## src/rtl/core_clk_ctrl_pkg.sv

```systemverilog
// core_clk_ctrl_pkg
// Shared types and constants for the core clock sequencer.
//   state_e           : sequencer states (step states only with CORE_CLK_CTRL_STEP_EN)
//   CORE_INPUT_CLOCK  : board clock frequency in Hz
//   CORE_DEFAULT_DIV  : reset period, i_clk cycles per core tick
//   TICK_W            : width of the issued-tick counter
// Configuration macro: CORE_CLK_CTRL_STEP_EN (adds STEP / STEP_REL states).
package core_clk_ctrl_pkg;

  localparam int unsigned CORE_INPUT_CLOCK = 16_000_000;
  // Half the board clock: one core tick every 0.5 s at 16 MHz.
  localparam int unsigned CORE_DEFAULT_DIV = CORE_INPUT_CLOCK / 2;
  localparam int unsigned TICK_W           = 16;

  typedef enum logic [1:0] {
    StHalt    = 2'd0,
    StRun     = 2'd1
`ifdef CORE_CLK_CTRL_STEP_EN
    ,
    StStep    = 2'd2,
    StStepRel = 2'd3
`endif
  } state_e;

endpackage

```

## src/rtl/clk_en_div.sv

```systemverilog
// clk_en_div
// Programmable period divider for the core clock enable.
//   i_clk, i_reset : board clock, async active-high reset
//   i_en           : advance the counter this cycle
//   i_clr          : hold the counter at zero
//   i_load, i_div  : load a new period (0 is clamped to 1); also clears the counter
//   o_tc           : terminal count this cycle (counter wraps); never set on clear/load
module clk_en_div #(
  parameter int unsigned DIV_WIDTH = 32,
  parameter int unsigned RESET_DIV = 8_000_000
) (
  input  logic                 i_clk,
  input  logic                 i_reset,
  input  logic                 i_en,
  input  logic                 i_clr,
  input  logic                 i_load,
  input  logic [DIV_WIDTH-1:0] i_div,
  output logic                 o_tc
);

  localparam logic [DIV_WIDTH-1:0] RstPeriod =
      (RESET_DIV == 0) ? DIV_WIDTH'(1) : DIV_WIDTH'(RESET_DIV);

  logic [DIV_WIDTH-1:0] r_period;
  logic [DIV_WIDTH-1:0] r_count;
  logic [DIV_WIDTH-1:0] w_period_d;
  logic [DIV_WIDTH-1:0] w_count_d;
  logic [DIV_WIDTH-1:0] w_div_clamped;
  logic                 w_at_term;

  always_comb begin
    w_div_clamped = (i_div == '0) ? DIV_WIDTH'(1) : i_div;
    // Period is never 0, so period-1 cannot underflow.
    w_at_term     = (r_count == (r_period - DIV_WIDTH'(1)));
    w_period_d    = i_load ? w_div_clamped : r_period;

    w_count_d = r_count;
    if (i_load || i_clr) begin
      w_count_d = '0;
    end else if (i_en) begin
      w_count_d = w_at_term ? '0 : (r_count + DIV_WIDTH'(1));
    end

    // A load coinciding with the terminal count wins: no pulse.
    o_tc = i_en && !i_clr && !i_load && w_at_term;
  end

  always_ff @(posedge i_clk or posedge i_reset) begin
    if (i_reset) begin
      r_period <= RstPeriod;
      r_count  <= '0;
    end else begin
      r_period <= w_period_d;
      r_count  <= w_count_d;
    end
  end

endmodule

```

## src/rtl/core_clk_ctrl.sv

```systemverilog
// core_clk_ctrl
// Run / halt / single-step sequencer producing a one-cycle core clock enable.
//   i_clk, i_reset      : board clock, async active-high reset
//   i_run, i_halt       : level requests; halt has priority
//   i_div_load, i_div   : load a new period in i_clk cycles (0 -> 1)
//   i_step_req          : level request for one tick while halted
//   o_step_ack          : one-cycle acknowledge of a step
//   o_clk_en            : one-cycle core clock enable
//   o_running           : high while in RUN
//   o_tick_count        : number of o_clk_en pulses issued (wraps)
// All outputs are registered.
// Configuration macro: CORE_CLK_CTRL_STEP_EN. When undefined the step states are
// absent, i_step_req is ignored and o_step_ack is tied to 0.
module core_clk_ctrl
  import core_clk_ctrl_pkg::*;
#(
  parameter int unsigned INPUT_CLOCK = CORE_INPUT_CLOCK,
  parameter int unsigned DEFAULT_DIV = INPUT_CLOCK / 2,
  parameter int unsigned DIV_WIDTH   = 32
) (
  input  logic                 i_clk,
  input  logic                 i_reset,
  input  logic                 i_run,
  input  logic                 i_halt,
  input  logic                 i_div_load,
  input  logic [DIV_WIDTH-1:0] i_div,
  input  logic                 i_step_req,
  output logic                 o_step_ack,
  output logic                 o_clk_en,
  output logic                 o_running,
  output logic [TICK_W-1:0]    o_tick_count
);

  state_e              r_state;
  state_e              w_state_d;

  logic                r_clk_en;
  logic                r_step_ack;
  logic                r_running;
  logic [TICK_W-1:0]   r_tick_count;

  logic                w_cnt_en;
  logic                w_cnt_clr;
  logic                w_tc;
  logic                w_step_fire;
  logic                w_clk_en_d;
  logic                w_step_ack_d;
  logic                w_running_d;
  logic [TICK_W-1:0]   w_tick_count_d;

`ifndef CORE_CLK_CTRL_STEP_EN
  logic                w_unused_step_req;
  assign w_unused_step_req = i_step_req;
`endif

  clk_en_div #(
    .DIV_WIDTH (DIV_WIDTH),
    .RESET_DIV (DEFAULT_DIV)
  ) u_div (
    .i_clk   (i_clk),
    .i_reset (i_reset),
    .i_en    (w_cnt_en),
    .i_clr   (w_cnt_clr),
    .i_load  (i_div_load),
    .i_div   (i_div),
    .o_tc    (w_tc)
  );

  // State register.
  always_ff @(posedge i_clk or posedge i_reset) begin
    if (i_reset) begin
      r_state <= StHalt;
    end else begin
      r_state <= w_state_d;
    end
  end

  // Next-state logic.
  always_comb begin
    w_state_d = r_state;
    unique case (r_state)
      StHalt: begin
        if (i_run && !i_halt) begin
          w_state_d = StRun;
`ifdef CORE_CLK_CTRL_STEP_EN
        end else if (i_step_req) begin
          w_state_d = StStep;
`endif
        end
      end
      StRun: begin
        if (i_halt) begin
          w_state_d = StHalt;
        end
      end
`ifdef CORE_CLK_CTRL_STEP_EN
      StStep: begin
        w_state_d = StStepRel;
      end
      // Held request yields one tick: wait for release before re-arming.
      StStepRel: begin
        if (!i_step_req) begin
          w_state_d = StHalt;
        end
      end
`endif
      default: begin
        w_state_d = StHalt;
      end
    endcase
  end

  // Output / datapath control logic. Registered outputs take their next values here,
  // so a pulse decided at edge N is visible during cycle N+1.
  always_comb begin
    // The counter only runs while staying in RUN; anywhere else it is held at zero,
    // which also gives the clear-on-enter and clear-on-halt behaviour.
    w_cnt_en  = (r_state == StRun) && !i_halt;
    w_cnt_clr = !w_cnt_en;

    w_step_fire = 1'b0;
`ifdef CORE_CLK_CTRL_STEP_EN
    w_step_fire = (r_state == StHalt) && (w_state_d == StStep);
`endif

    w_clk_en_d     = w_tc || w_step_fire;
    w_step_ack_d   = w_step_fire;
    w_running_d    = (w_state_d == StRun);
    w_tick_count_d = r_tick_count + TICK_W'(r_clk_en);
  end

  always_ff @(posedge i_clk or posedge i_reset) begin
    if (i_reset) begin
      r_clk_en     <= 1'b0;
      r_step_ack   <= 1'b0;
      r_running    <= 1'b0;
      r_tick_count <= '0;
    end else begin
      r_clk_en     <= w_clk_en_d;
      r_step_ack   <= w_step_ack_d;
      r_running    <= w_running_d;
      r_tick_count <= w_tick_count_d;
    end
  end

  assign o_clk_en     = r_clk_en;
  assign o_step_ack   = r_step_ack;
  assign o_running    = r_running;
  assign o_tick_count = r_tick_count;

endmodule

```

## config.mk

```make
export PLATFORM = sky130hd
export DESIGN_NAME = core_clk_ctrl
export DESIGN_NICKNAME = d
export VERILOG_FILES = /design/src/rtl/core_clk_ctrl_pkg.sv /design/src/rtl/clk_en_div.sv /design/src/rtl/core_clk_ctrl.sv
export SDC_FILE = /design/constraint.sdc
export NUM_CORES = 1
export LEC_CHECK = 0
export CORE_UTILIZATION = 50
export CTS_CLUSTER_SIZE = 24
export DETAILED_ROUTE_END_ITERATION = 12
export MAX_ROUTING_LAYER = met4
export PLACE_DENSITY_LB_ADDON = 0.12
export SYNTH_ARGS = -nofsm -noshare
export SYNTH_HDL_FRONTEND = slang
export SYNTH_SLANG_ARGS = --single-unit
```

## constraint.sdc

```tcl
create_clock -name i_clk -period 6.9 [get_ports i_clk]
set_input_delay 1.035 -clock i_clk [delete_from_list [all_inputs] [get_ports i_clk]]
set_output_delay 1.035 -clock i_clk [all_outputs]
set_load 0.02 [all_outputs]
```

* Word-level counts from Yosys, hierarchy flattened *
Cells that the tools add are included.

storage, ports and cells
  output and inout bits = 19
  logic and storage cells = 30
  register bits after elaboration = 84
  input port bits = 38

cells by class
  reduce and logical (&&, ||, !) cells = 11
  multiplexer cells = 7
  add/sub/neg operators = 3
  eq/ne operators = 3

operators with widths
  cell                                                                    count
  32-bit 2-to-1 mux                                                       4
  32-bit by 1-bit adder with 32-bit output (second input constant)        1
  32-bit equality test                                                    1
  32-bit logical NOT                                                      1
  32-bit by 1-bit subtractor with 32-bit output (second input constant)   1
  16-bit by 1-bit adder with 16-bit output                                1
  2-bit by 1-bit equality test with 1-bit output (second input constant)  2
  1-bit logical AND                                                       4
  2-bit 2-to-1 mux                                                        2
  2-bit case mux with 2 select lines                                      1
  1-bit logical NOT                                                       3
  2-bit logical NOT                                                       1
  2-bit nonzero test                                                      1
  1-bit logical OR                                                        1

* Depth between registers and ports, before layout *
Gate-level depths: netlist of run 1.

  depth after elaboration = 5
  depth in mapped cells = 11
  depth with buffers taken out = 10

* Cells and area by module *
A second synthesis of run 1 with hierarchy kept.

unflattened totals
  cell total of the unflattened synthesis = 544
  area, all modules = 5,161.2 um^2

modules (own cells, without submodules)
  module         times used  area an instance (um^2)  cells an instance  seq. area each (um^2)
  clk_en_div     1           4,315.4                  474                1,610.3
  core_clk_ctrl  1           845.8                    70                 500.5

* Worst setup path after synthesis of run 1 *
No wires, ideal clock.

  kind = register to register
  start = reg u_div.r_period[2]
  end = reg u_div.r_count[0]
  setup slack = 3.884 ns
  period minus slack after synthesis = 3.016 ns
  cell stages (with the launch flop) = 12
  buffers on the path = 3
  arrival time = 2.892 ns
  data required time = 6.776 ns
  setup time = 0.124 ns
  path through = dfrtp_1 -> buf_6 -> or4_4 -> or4_4 -> buf_6 -> nor4b_2 -> xnor2_1 -> a2111oi_2 -> nand4_1 -> a2111oi_4 -> buf_6 -> nor3b_2

between the ends
  cells in the longest elaborated chain, start to end = 5

RTL lines
  what                                           line              source
  start, declared                                clk_en_div.sv:24  logic [DIV_WIDTH-1:0] r_period;
  start signal, assigned                         clk_en_div.sv:50  r_period <= RstPeriod;
  start signal, assigned                         clk_en_div.sv:53  r_period <= w_period_d;
  32-bit by 1-bit subtractor with 32-bit output  clk_en_div.sv:34  w_at_term = (r_count == (r_period - DIV_WIDTH'(1)));
  32-bit equality test                           clk_en_div.sv:34
  32-bit 2-to-1 mux                              clk_en_div.sv:41  w_count_d = w_at_term ? '0 : (r_count + DIV_WIDTH'(1));
  32-bit 2-to-1 mux                              clk_en_div.sv:40  end else if (i_en) begin
  32-bit 2-to-1 mux                              clk_en_div.sv:38  if (i_load || i_clr) begin
  end signal, assigned                           clk_en_div.sv:54  r_count <= w_count_d;
  end, declared                                  clk_en_div.sv:25  logic [DIV_WIDTH-1:0] r_count;

No other way between the ends. The select of a mux whose other input is x is not followed.
A chain may end at the register's enable or synchronous reset.

* Final worst setup path of run 1 *
  start = reg u_div.r_period[0]
  end = reg r_clk_en (netlist: o_clk_en)

between the ends
  cells in the longest elaborated chain, start to end = 3

RTL lines
  what                                           line                  source
  32-bit by 1-bit subtractor with 32-bit output  clk_en_div.sv:34
  32-bit equality test                           clk_en_div.sv:34
  1-bit logical AND                              clk_en_div.sv:45      o_tc = i_en && !i_clr && !i_load && w_at_term;
  net u_div.o_tc                                 clk_en_div.sv:18      output logic o_tc
  end signal, assigned                           core_clk_ctrl.sv:139  r_clk_en <= w_clk_en_d;
  end, declared                                  core_clk_ctrl.sv:37   logic r_clk_en;

The timed path passes the listed nets, and every way through them passes these cells.

==> results of run 1 <==
metrics by stage:
stage / total power, mW / worst slack, ps / std cells
floorplan: 0.634 / 3710 / 504
global placement: 0.678 / 3380 / 671
detailed placement: 0.683 / 3350 / 671
CTS: 1.07 / 3250 / 687
global route: 1.11 / 2930 / 687
finish: 1.06 / 3200 / 687
cell families after synthesis:
group                    after synthesis
AND/OR/NAND/NOR                      230
adder cells (fa/ha/maj)                4
other                                  1
flip-flops                            84
buffers and inverters                 29
multiplexers                          29
XOR/XNOR                              84
AO/OA/AOI/OAI                         42
layout make-up:
type                       count  area share (%)
clock buffer                  12            2.54
clock inverter                 4            1.27
inverter                       9           0.612
multi-input combinational    391            45.9
sequential                    84            36.9
tap                          129            2.82
timing repair buffer          58            9.97
worst max-delay path: stages (launching register included):
cell and delay (ps):
dfrtp_1 450, inv_1 110, ha_1 240, nor4b_2 490
nand2_1 330, nor4_1 380, nand2_1 130, a2111oi_2 420
nand4_1 220, a2111oi_4 220, buf_4 380, and2_1 220
power by group through the flow:
stage / registers (mW) / clock network (mW) / logic [mW]
2_1_floorplan: 0.543 / 0 / 0.0918
3_3_place_gp: 0.555 / 0 / 0.123
3_5_place_dp: 0.556 / 0 / 0.127
4_1_cts: 0.547 / 0.394 / 0.128
5_1_grt: 0.552 / 0.416 / 0.141
6_report: 0.548 / 0.386 / 0.127
layout by cell type (no fill, tap or decap), types with 3 or more instances in the layout:
cell type	netlist	layout
nor2_1	51	51
a21oi_1	7	7
nor4_1	21	21
nand2b_1	4	4
nand4_1	13	13
buf_4	1	4
nor3b_1	3	3
and4_1	3	3
or3_1	7	7
nor4b_2	2	3
nand2_1	59	59
clkdlybuf4s50_1	0	54
dfrtp_1	77	77
nand3_1	25	25
a211oi_1	3	3
clkbuf_8	0	10
o211ai_1	3	3
nand3b_1	3	3
ha_1	4	4
xor2_1	26	26
a31oi_1	3	3
xnor2_1	58	58
mux2_2	27	27
inv_1	9	8
dfstp_2	7	7
o21ai_0	10	10
nor3_1	17	17
and3_1	8	8
flip-flops by register name, summed over array words and instances (netlist names):
name and flops:
o_running 1, o_tick_count 16, u_div.r_count 32, r_state 2, o_clk_en 1, u_div.r_period 32
final timing paths:
check | slack, ps | from | endpoint | cells past startpoint
max in group asynchronous | 4870 | i_reset | u_div.r_count[17]$_DFFE_PP0P_ | 3
setup / recovery | 3200 | u_div.r_period[0]$_DFFE_PP0P_ | o_clk_en$_DFF_PP0_ | 11
hold reg to reg | 470 | o_tick_count[15]$_DFF_PP0_ | o_tick_count[15]$_DFF_PP0_ | 1
setup reg to reg | 3200 | u_div.r_period[0]$_DFFE_PP0P_ | o_clk_en$_DFF_PP0_ | 11
min in group asynchronous | 1320 | i_reset | u_div.r_period[6]$_DFFE_PP0P_ | 3
hold / removal | 470 | o_tick_count[15]$_DFF_PP0_ | o_tick_count[15]$_DFF_PP0_ | 1
layer usage:
layer	up-vias	routed length, um	share of wire (%)	track usage, %
met5	-	0	0	-
li1	1876	-	-	-
met2	74	5270	48	39.1
met4	0	108	0.99	5.69
met3	9	435	4.0	4.72
met1	1868	5100	47	31.1
==> results.sh, run 1 <==
export IMPL_rsz0062_at_grt="no"
export IMPL_power_leakage_nw=2.31
export IMPL_die_w_um=101
export IMPL_cts_root_buf="clkbuf_8"
export IMPL_fmax_mhz=270
export IMPL_finalSetupViolCount=0
export IMPL_synth_top_area_share_pct=39.4
export IMPL_grt_max_degree=85
export IMPL_design_area_um2=5720
export IMPL_relSlewSlack_pct=28.9
export IMPL_ys_seq_elements=84
export IMPL_cts_buffers=9
export IMPL_clkPwrFrac_pct=36.4
export IMPL_whs_ps=473
export IMPL_synthMuxAreaShare_pct=6.63
export IMPL_ir_worst_vdd_mv=0.103
export IMPL_synthMostInstantiatedCell="dfrtp_1"
export IMPL_synth_edff_count=0
export IMPL_yosysUniqueCellTypes=57
export IMPL_start_util_pct=52.2
export IMPL_maxCapViolCount=0
export IMPL_drv_slew=0
export IMPL_grt_pass1_wl_um=18300
export IMPL_cp_end_kind="flop"
export IMPL_p_sw_mw=0.266
export IMPL_multiInputGateArea_um2=2630
export IMPL_outcome="completed"
export IMPL_p_int_mw=0.795
export IMPL_die_h_um=101
export IMPL_p_comb_share_pct=12.0
export IMPL_synth_area_leaders="dfrtp_1 39%, xnor2_1 10%, mux2_2 6.2%"
export IMPL_num_fill_cells=807
export IMPL_grt_pass1_vias=3730
export IMPL_synth_area_um2=4890
export IMPL_fin_crit_sh_pct=53.7
export IMPL_antenna_found_initial=0
export IMPL_area_delta_synth_final_pct=17.0
export IMPL_cts_tree="yes"
export IMPL_crit_type="reg2reg"
export IMPL_place_area_um2=5500
export IMPL_synth_xor_area_share_pct=15.0
export IMPL_track_usage_pct=24.1
export IMPL_drt_iter0_markers=159
export IMPL_fin_skew_ps=10.3
export IMPL_fp_row_count=35
export IMPL_postCtsSetupBuffers=0
export IMPL_vias=3827
export IMPL_finalWirelength_um=10900
export IMPL_yosys_warnings=0
export IMPL_io_buffers=54
export IMPL_regArea_um2=2110
export IMPL_seqPwrFrac_pct=51.6
export IMPL_clock_sinks=84
export IMPL_ys_async_sr_fraction_pct=100
export IMPL_ys_seq_area_share_pct=43.2
export IMPL_min_path_type="reg2reg"
export IMPL_report_final_hold_viol_count=0
export IMPL_dr_pass1_iters=4
export IMPL_final_util_pct=61.0
export IMPL_cp_max_fo=33
export IMPL_wire_per_inst_um=15.9
export IMPL_synth_simple_area_share_pct=24.4
export IMPL_drt_vias_per_instance=5.57
export IMPL_swShare_pct=25.1
export IMPL_layout_min_cycle_time_ps=3700
export IMPL_drc=0
export IMPL_path_clk_slew_ps=90
export IMPL_crit_path_start_kind="flop"
export IMPL_ios=57
export IMPL_worst_pin_slew_ps=1070
export IMPL_dp_hpwl_um=7890
export IMPL_fin_tns_setup_ps=0
export IMPL_grt_remaining_overflow=0
export IMPL_gp_congestion=0.833
export IMPL_synthAdderAreaFrac_pct=1.02
export IMPL_synth_top_family_by_area="simple AND/OR/NAND/NOR gates"
export IMPL_synth_flop_cell="dfrtp_1"
export IMPL_drive_above_1_share_pct=11.5
export IMPL_worstSkewPairLatency_ps=360
export IMPL_antenna_cells=0
export IMPL_yosys_area_top_type="dfrtp_1"
export IMPL_synth_compound_area_share_pct=6.34
export IMPL_cts_hold_fix_buffers=0
export IMPL_clock_path_buffers=2
export IMPL_powerDensity_nw_per_um2=185
export IMPL_syn_instance_count=503
export IMPL_final_nets=595
export IMPL_cts_resized=0
export IMPL_core_um2=9370
export IMPL_critPathArrivalTime_ps=3990
export IMPL_cp_data_required_time_ps=7190
export IMPL_die_area_um2=10200
export IMPL_h_tree_depth=3
export IMPL_synth_avg_cell_area_um2=9.72
export IMPL_drtAntennaViolNets=0
export IMPL_ys_top_cells_by_count="77 x dfrtp_1, 59 x nand2_1, 58 x xnor2_1"
No activity file was read; power rests on OpenSTA's default activity.
==> run 2, diff against run 1 <==
==> constraint.sdc (replaced) <==
create_clock -name i_clk -period 3.86 [get_ports i_clk]
set_input_delay 0.579 -clock i_clk [delete_from_list [all_inputs] [get_ports i_clk]]
set_output_delay 0.579 -clock i_clk [all_outputs]
set_load 0.02 [all_outputs]
==> run 2 against run 1 <==
- power rose by 73%
- sequential share of layout area fell by 0.089 points
- via count rose by 1.1%
- fmax rose by 8.0%
- largest cell class unchanged
==> results.sh, run 2 (same netlist as run 1, synthesis figures left out) <==
export IMPL_outcome="completed"
export IMPL_num_fill_cells=843
export IMPL_crit_type="reg2reg"
export IMPL_p_int_mw=1.36
export IMPL_crit_path_start_kind="flop"
export IMPL_grt_pass1_wl_um=18700
export IMPL_hold_end="o_tick_count[15]$_DFF_PP0_"
export IMPL_min_path_type="reg2reg"
export IMPL_regToRegSetupSlack_ps=430
export IMPL_cp_max_fo=33
export IMPL_fmax_mhz=292
export IMPL_grt_pass1_vias=3863
export IMPL_powerDensity_nw_per_um2=319
export IMPL_cts_hold_fix_buffers=0
export IMPL_antenna_cells=0
export IMPL_cpLargestDelayFamily="simple AND/OR/NAND/NOR gates"
export IMPL_grt_max_degree=41
export IMPL_reg2reg_to="o_clk_en$_DFF_PP0_"
export IMPL_rr_worst_depth=11
export IMPL_path_clk_slew_ps=80
export IMPL_ios=57
export IMPL_grt_remaining_overflow=0
export IMPL_critPathArrivalTime_ps=3730
export IMPL_layout_min_cycle_time_ps=3430
export IMPL_drt_iter0_markers=162
export IMPL_fin_skew_ps=11.0
export IMPL_track_usage_pct=24.8
export IMPL_cts_root_buf="clkbuf_8"
export IMPL_postCtsSetupBuffers=0
export IMPL_power_total_mw=1.83
export IMPL_swShare_pct=25.9
export IMPL_dp_hpwl_um=8250
export IMPL_hold_start="o_tick_count[15]$_DFF_PP0_"
export IMPL_seqPwrFrac_pct=53.3
export IMPL_final_util_pct=61.2
export IMPL_drtAntennaViolNets=0
export IMPL_die_w_um=101
export IMPL_finalWirelength_um=11100
export IMPL_wire_per_inst_um=16.0
export IMPL_dr_pass1_iters=5
export IMPL_final_nets=599
export IMPL_drv_slew=0
export IMPL_cts_buffers=9
export IMPL_fin_crit_sh_pct=88.9
export IMPL_p_comb_share_pct=12.7
export IMPL_h_tree_depth=3
export IMPL_fin_tns_setup_ps=0
export IMPL_drive_above_1_share_pct=11.9
export IMPL_core_um2=9370
export IMPL_drt_vias_per_instance=5.60
export IMPL_antenna_found_initial=0
export IMPL_die_h_um=101
export IMPL_power_leakage_nw=2.32
export IMPL_fp_row_count=35
export IMPL_ir_worst_vdd_mv=0.164
export IMPL_mostFrequentLayoutCell="dfrtp_1"
export IMPL_final_cell_mix="77 x dfrtp_1, 59 x nand2_1, 58 x xnor2_1, 54 x clkdlybuf4s50_1, 51 x nor2_1"
export IMPL_gp_congestion=0.830
export IMPL_drc=0
export IMPL_rsz0062_at_grt="no"
export IMPL_slowest_stage="nor4b_2"
export IMPL_cts_tree="yes"
export IMPL_start_util_pct=52.2
export IMPL_cpPeakStageDelay_ps=480
export IMPL_io_buffers=54
export IMPL_path_buf_inv=2
export IMPL_finalSetupViolCount=0
export IMPL_reg2reg_from="u_div.r_period[0]$_DFFE_PP0P_"
export IMPL_cp_data_required_time_ps=4160
export IMPL_p_sw_mw=0.475
export IMPL_cp_end_kind="flop"
export IMPL_cts_resized=0
export IMPL_vias=3868
export IMPL_clock_path_buffers=2
export IMPL_clock_sinks=84
export IMPL_maxCapViolCount=0
export IMPL_worstSkewPairLatency_ps=360
export IMPL_die_area_um2=10200
export IMPL_hold_depth=1
export IMPL_crit_chain="inv_1, ha_1, nor4b_2, nand2_1, nor4_1, mux2i_1, a2111oi_2, nand4_1, a2111oi_4, buf_12, and2_1"
export IMPL_report_final_hold_viol_count=0
export IMPL_area_delta_synth_final_pct=17.2
export IMPL_worst_pin_slew_ps=693
export IMPL_relSlewSlack_pct=53.7
export IMPL_clkPwrFrac_pct=34.0
run 2: how the worst max path moves through the flow:
stage / startpoint / endpoint / cells after the start
after floorplan: u_div.r_period[2]$_DFFE_PP0P_ / u_div.r_count[0]$_DFFE_PP0P_ / 11
after global placement: u_div.r_period[0]$_DFFE_PP0P_ / o_clk_en$_DFF_PP0_ / 9
after detailed placement: u_div.r_period[0]$_DFFE_PP0P_ / o_clk_en$_DFF_PP0_ / 11
after CTS: u_div.r_period[0]$_DFFE_PP0P_ / o_clk_en$_DFF_PP0_ / 11
after global routing: u_div.r_period[0]$_DFFE_PP0P_ / o_clk_en$_DFF_PP0_ / 11
final: u_div.r_period[0]$_DFFE_PP0P_ / o_clk_en$_DFF_PP0_ / 11
run 2: per-layer routing:
layer  wire length [um]  global-route usage [%]  vias up  part of all wire, %
met5                  0                       -        -                    0
met4                210                    9.03        0                  1.9
met3                506                    4.72       19                  4.6
met2               5200                    38.6       86                   47
met1               5150                    32.3     1878                   46
li1                   -                       -     1885                    -
run 2: through the flow:
stage | std cells | hold WS (ps) | area [um^2] | setup slack, ps
2_1_floorplan | 504 | 432 | 4890 | 844
3_3_place_gp | 675 | 463 | 5550 | 510
3_5_place_dp | 675 | 475 | 5550 | 408
4_1_cts | 691 | 488 | 5730 | 392
5_1_grt | 691 | 510 | 5730 | 113
6_report | 691 | 483 | 5730 | 430
run 2: cell type report:
cell class / instances / area, um^2 / share of cell area [%]
Sequential cell: 84 / 2110 / 36.8
Tap cell: 129 / 161 / 2.81
Multi-Input combinational cell: 391 / 2630 / 45.8
Timing Repair Buffer: 62 / 613 / 10.7
Clock inverter: 3 / 40.0 / 0.698
Inverter: 9 / 35.0 / 0.611
Clock buffer: 13 / 149 / 2.60
run 2: power by group through the flow:
stage	clock [mW]	combinational [mW]	sequential, mW
detailed placement	0	0.233	0.992
global placement	0	0.227	0.991
CTS	0.640	0.234	0.975
floorplan	0	0.164	0.970
finish	0.623	0.232	0.977
global route	0.674	0.256	0.984
